### src/rtl/mult_div_ctrl.sv
// Sequencer for the iterative multiply/divide engine of the multicycle MIPS datapath.
// Walks LOAD -> CHECK -> INIT -> RUN x ITERATIONS -> WRITE -> DONE, with EXC on a zero divisor.
`timescale 1ns/1ps
module mult_div_ctrl #(
  parameter int unsigned ITERATIONS = 32,
  parameter int unsigned CNT_W      = 6
) (
  input  logic             clk,
  input  logic             reset,
  input  logic             start,
  input  logic             op,
  input  logic             divisor_zero,
  input  logic             abort,
  output logic             busy,
  output logic             done,
  output logic             div_by_zero,
  output logic             load_a,
  output logic             load_b,
  output logic             eng_init,
  output logic             eng_step,
  output logic             eng_op,
  output logic             hilo_write,
  output logic [CNT_W-1:0] step_count
);

  typedef enum logic [2:0] {
    IDLE  = 3'd0,
    LOAD  = 3'd1,
    CHECK = 3'd2,
    EXC   = 3'd3,
    INIT  = 3'd4,
    RUN   = 3'd5,
    WRITE = 3'd6,
    DONE  = 3'd7
  } state_t;

  localparam logic [CNT_W-1:0] LAST_STEP = CNT_W'(ITERATIONS - 1);

  state_t           state_q, state_d;
  logic [CNT_W-1:0] step_count_q, step_count_d;
  logic             eng_op_q, eng_op_d;
  logic             busy_q, busy_d;
  logic             done_q, done_d;
  logic             div_by_zero_q, div_by_zero_d;
  logic             load_q, load_d;
  logic             eng_init_q, eng_init_d;
  logic             eng_step_q, eng_step_d;
  logic             hilo_write_q, hilo_write_d;

  // Next state, iteration counter and op latch; abort overrides every transition.
  always_comb begin
    state_d      = state_q;
    step_count_d = '0;
    eng_op_d     = eng_op_q;
    if (abort) begin
      state_d = IDLE;
    end else begin
      case (state_q)
        IDLE: begin
          if (start) begin
            eng_op_d = op;
            state_d  = LOAD;
          end
        end
        LOAD:  state_d = CHECK;
        CHECK: state_d = (eng_op_q && divisor_zero) ? EXC : INIT;
        EXC:   state_d = IDLE;
        INIT:  state_d = RUN;
        RUN: begin
          if (step_count_q == LAST_STEP) begin
            state_d      = WRITE;
            step_count_d = step_count_q;
          end else begin
            step_count_d = step_count_q + CNT_W'(1);
          end
        end
        WRITE: state_d = DONE;
        DONE:  state_d = IDLE;
        default: state_d = IDLE;
      endcase
    end
  end

  // Strobes decoded from the next state so the registered copies track state_q exactly.
  always_comb begin
    busy_d        = (state_d != IDLE);
    load_d        = (state_d == LOAD);
    div_by_zero_d = (state_d == EXC);
    eng_init_d    = (state_d == INIT);
    eng_step_d    = (state_d == RUN);
    hilo_write_d  = (state_d == WRITE);
    done_d        = (state_d == DONE);
  end

  always_ff @(posedge clk or negedge reset) begin
    if (!reset) begin
      state_q       <= IDLE;
      step_count_q  <= '0;
      eng_op_q      <= 1'b0;
      busy_q        <= 1'b0;
      done_q        <= 1'b0;
      div_by_zero_q <= 1'b0;
      load_q        <= 1'b0;
      eng_init_q    <= 1'b0;
      eng_step_q    <= 1'b0;
      hilo_write_q  <= 1'b0;
    end else begin
      state_q       <= state_d;
      step_count_q  <= step_count_d;
      eng_op_q      <= eng_op_d;
      busy_q        <= busy_d;
      done_q        <= done_d;
      div_by_zero_q <= div_by_zero_d;
      load_q        <= load_d;
      eng_init_q    <= eng_init_d;
      eng_step_q    <= eng_step_d;
      hilo_write_q  <= hilo_write_d;
    end
  end

  assign busy        = busy_q;
  assign done        = done_q;
  assign div_by_zero = div_by_zero_q;
  assign load_a      = load_q;
  assign load_b      = load_q;
  assign eng_init    = eng_init_q;
  assign eng_step    = eng_step_q;
  assign eng_op      = eng_op_q;
  assign hilo_write  = hilo_write_q;
  assign step_count  = step_count_q;

endmodule

### config.mk
export PLATFORM = sky130hd
export DESIGN_NAME = mult_div_ctrl
export DESIGN_NICKNAME = d
export VERILOG_FILES = /design/src/rtl/mult_div_ctrl.sv
export SDC_FILE = /design/constraint.sdc
export NUM_CORES = 1
export LEC_CHECK = 0
export ABC_AREA = 1
export BUFFER_PORTS_ARGS = -buffer_cell sky130_fd_sc_hd__buf_2
export CORE_MARGIN = 2
export CORE_UTILIZATION = 57
export CTS_BUF_LIST = sky130_fd_sc_hd__clkbuf_4 sky130_fd_sc_hd__clkbuf_8
export CTS_CLUSTER_DIAMETER = 60
export DETAILED_ROUTE_END_ITERATION = 10
export GPL_ROUTABILITY_DRIVEN = 0
export PLACE_DENSITY = 0.85
export SLEW_MARGIN = 5
export SYNTH_ARGS = -nofsm -noshare
export SYNTH_HDL_FRONTEND = slang
export SYNTH_SLANG_ARGS = --single-unit
### constraint.sdc
create_clock -name clk -period 2.4 [get_ports clk]
set_clock_uncertainty 0.2 [all_clocks]
set_input_delay 0.12 -clock clk [delete_from_list [all_inputs] [get_ports clk]]
set_output_delay 0.12 -clock clk [all_outputs]
set_load 0.02 [all_outputs]
==> impl_metrics.py <==
metrics = {
    "run_status": {
        "run_status": "complete, no violations",
    },
    "timing": {
        "setup_viol_count_final": 0,
        "drv_slew": 0,
        "worstMarginPinSlew_ns": 0.370,
        "holdWs_ns": 0.0629,
        "tns_ns": 0,
        "max_freq_ghz": 0.588,
        "hold_viol_final": 0,
        "rsz0062_at_grt": "false",
        "min_period_ns": 1.70,
        "finalWorstSetupSlack_ns": 0.699,
        "slew-limit-headroom_pct": 75.3,
        "fin_crit_sh_pct": 70.9,
    },
    "clock_tree": {
        "clock_path_buffers": 2,
        "path_clk_slew_ns": 0.10,
        "clock-root-buffer": "clkbuf_4",
        "clock_latency_ns": 0.29,
        "cts_setup_buffers": 0,
        "cts_tree": "yes",
        "clock-sinks": 17,
        "cts_buffers": 3,
        "htreeDepth": 1,
    },
    "global_routing": {
        "grt_pass1_vias": 697,
        "grt_max_degree": 18,
        "grt_antenna_before_repair": 0,
        "overflow": 0,
        "globalRouteTotalUtil_pct": 22.5,
        "grt_pass1_wl_um": 3030,
    },
    "setup_path": {
        "cp_data_arrival_time_ns": 1.74,
        "endpoint_kind": "flop",
        "critPathLaunchType": "flop",
        "cp_max_fo": 5,
        "required_ns": 2.44,
        "timing_worst_setup_path_type": "flop to flop",
    },
    "cells_and_area": {
        "fill_cells": 99,
        "ff_latch_area_um2": 425,
        "multiInputGateArea_um2": 355,
        "fin_nets": 130,
        "layout-drive-gt1-share_pct": 36.1,
        "syn2layout_area_growth_pct": 23.7,
        "antenna_cells": 0,
        "fin_cells": 137,
    },
    "floorplan": {
        "row_count": 13,
        "core-area_mm2": 0.00133,
        "dieArea_mm2": 0.00180,
        "start_util_pct": 63.0,
        "die_x_um": 42.4,
        "io_pins": 21,
        "die_y_um": 42.4,
    },
    "synth": {
        "yosysUniqueCellTypes": 22,
        "synth_top_family_by_area": "simple AND/OR/NAND/NOR gates",
        "synthSimpleGateAreaFrac_pct": 27.8,
        "synthCells": 93,
        "synth_flop_cell": "dfrtp_1",
        "synth_xor_area_share_pct": 4.17,
        "synth-seq-area-share_pct": 50.6,
        "syn_avg_cell_area_um2": 9.04,
        "yosys_warnings": 0,
        "ys_ff_latch": 17,
        "synthMuxAreaShare_pct": 0,
        "synth-compound-area-share_pct": 8.78,
        "synthesis.area_um2": 841,
        "async_flop_share_pct": 100,
        "synth-adder-area-share_pct": 1.49,
        "synth_edf_count": 0,
        "synth_nets": 100,
    },
    "power_and_ir_drop": {
        "p_per_area_mw_per_mm2": 634,
        "leakage_uw": 0.000552,
        "p_total_uw": 659,
        "peakVddDrop_v": 0.000494,
    },
    "placement": {
        "place_ws_ns": 0.846,
        "dpl.hpwl_um": 1170,
        "placement.io_buffers": 20,
        "dp.cells": 127,
    },
    "route": {
        "vias": 680,
        "wl_um": 1690,
        "routed_via_density": 4.96,
        "drc_errors": 0,
        "ant_nets": 0,
        "drt_iter0_markers": 22,
        "wl_per_cell_um": 12.3,
        "drtPass1Iterations": 4,
    },
    "run": {
        "drv_cap": 0,
    },
    "worst_hold_path": {
        "hp-class": "primary input to asynchronous set/reset pin",
    },
}
registers in the layout, indices dropped and copies added (netlist names):
| name | cells |
|---|---|
| eng_op | 1 |
| div_by_zero | 1 |
| eng_step | 1 |
| eng_init | 1 |
| busy | 1 |
| done | 1 |
| step_count | 6 |
| load_a | 1 |
| state_q | 3 |
| hilo_write | 1 |
cell usage in the layout, fill, tap and decap left out:
cell and n:
clkbuf_4 3, ha_1 1, o21bai_4 1, nand2_2 5
clkinv_1 1, nor3_2 1, inv_2 6, a21oi_4 1
nand2_4 1, nor2_1 9, a21oi_2 1, dlygate4sd3_1 6
nor2_4 2, dfrtp_1 17, nor2_2 2, clkinv_2 1
xor2_1 3, inv_1 7, o21ai_0 1, nand3b_1 1
buf_2 20, nand2_1 20, nand3_1 6, xnor2_1 1
o21ai_1 5
kinds of logic (layout without fill, tap and decap cells):
group,Yosys count,after routing
compound gates,9,9
xor+xnor,4,4
fa+ha+maj,1,1
buf+inv,15,44
flops,17,17
simple gates,47,47
layer usage:
layer	vias up	global-route usage [%]	share of wire, %
li1	343	-	-
met1	306	27.5	41
met2	24	40.0	51
met3	7	2.59	5.6
met4	0	8.75	2.2
met5	-	0	0
cell usage after synthesis, types with 2 or more instances:
| library cell | instances | area share, % |
|---|---|---|
| nand2_1 | 20 | 8.9 |
| dfrtp_1 | 17 | 51 |
| nor2_1 | 9 | 4.0 |
| inv_1 | 7 | 3.1 |
| inv_2 | 6 | 2.7 |
| nand3_1 | 6 | 3.6 |
| nand2_2 | 5 | 3.7 |
| o21ai_1 | 5 | 3.0 |
| xor2_1 | 3 | 3.1 |
| nor2_2 | 2 | 1.5 |
| nor2_4 | 2 | 2.7 |
timing repair:
action,CTS,global route
gates resized for setup,0,0
hold buffers,6,0
hold endpoints to repair,22,0
setup endpoints to repair,0,0
worst paths after layout:
check / from / slack [ns] / cells past startpoint / to
hold reg to reg: step_count[1] / 0.36 / 2 / step_count[1]
max in group asynchronous: reset / 1.66 / 2 / state_q[0]
setup / recovery: state_q[0] / 0.70 / 4 / load_a
hold / removal: reset / 0.06 / 2 / step_count[3]
setup reg to reg: state_q[0] / 0.70 / 4 / load_a
min in group clk: step_count[1] / 0.36 / 2 / step_count[1]
report_power, final:
group	total [uW]	switching, uW	internal (uW)
Sequential	328	16.7	311
Combinational	176	115	61.2
Clock	155	92.7	62.0
cell type report:
cell class | instances | area share (%)
clock buffers | 3 | 2.17
multi-input cells | 61 | 34.2
well taps | 15 | 1.81
inverters | 14 | 5.05
flip-flops and latches | 17 | 40.9
clock inverters | 1 | 0.481
repair buffers | 26 | 15.4
critical path, cell delays in order (launching register included):
cell	delay, ns
dfrtp_1	0.43
nor2_1	0.15
nand2_2	0.10
nor3_2	0.18
dlygate4sd3_1	0.59
stage by stage:
stage | area (um^2) | util [%]
2_1_floorplan | 841 | -
3_3_place_gp | 952 | 71.4
3_5_place_dp | 952 | 71.4
4_1_cts | 1040 | 78.0
5_1_grt | 1040 | 78.0
6_report | 1040 | 78.0
No activity file was read; power rests on OpenSTA's default activity.
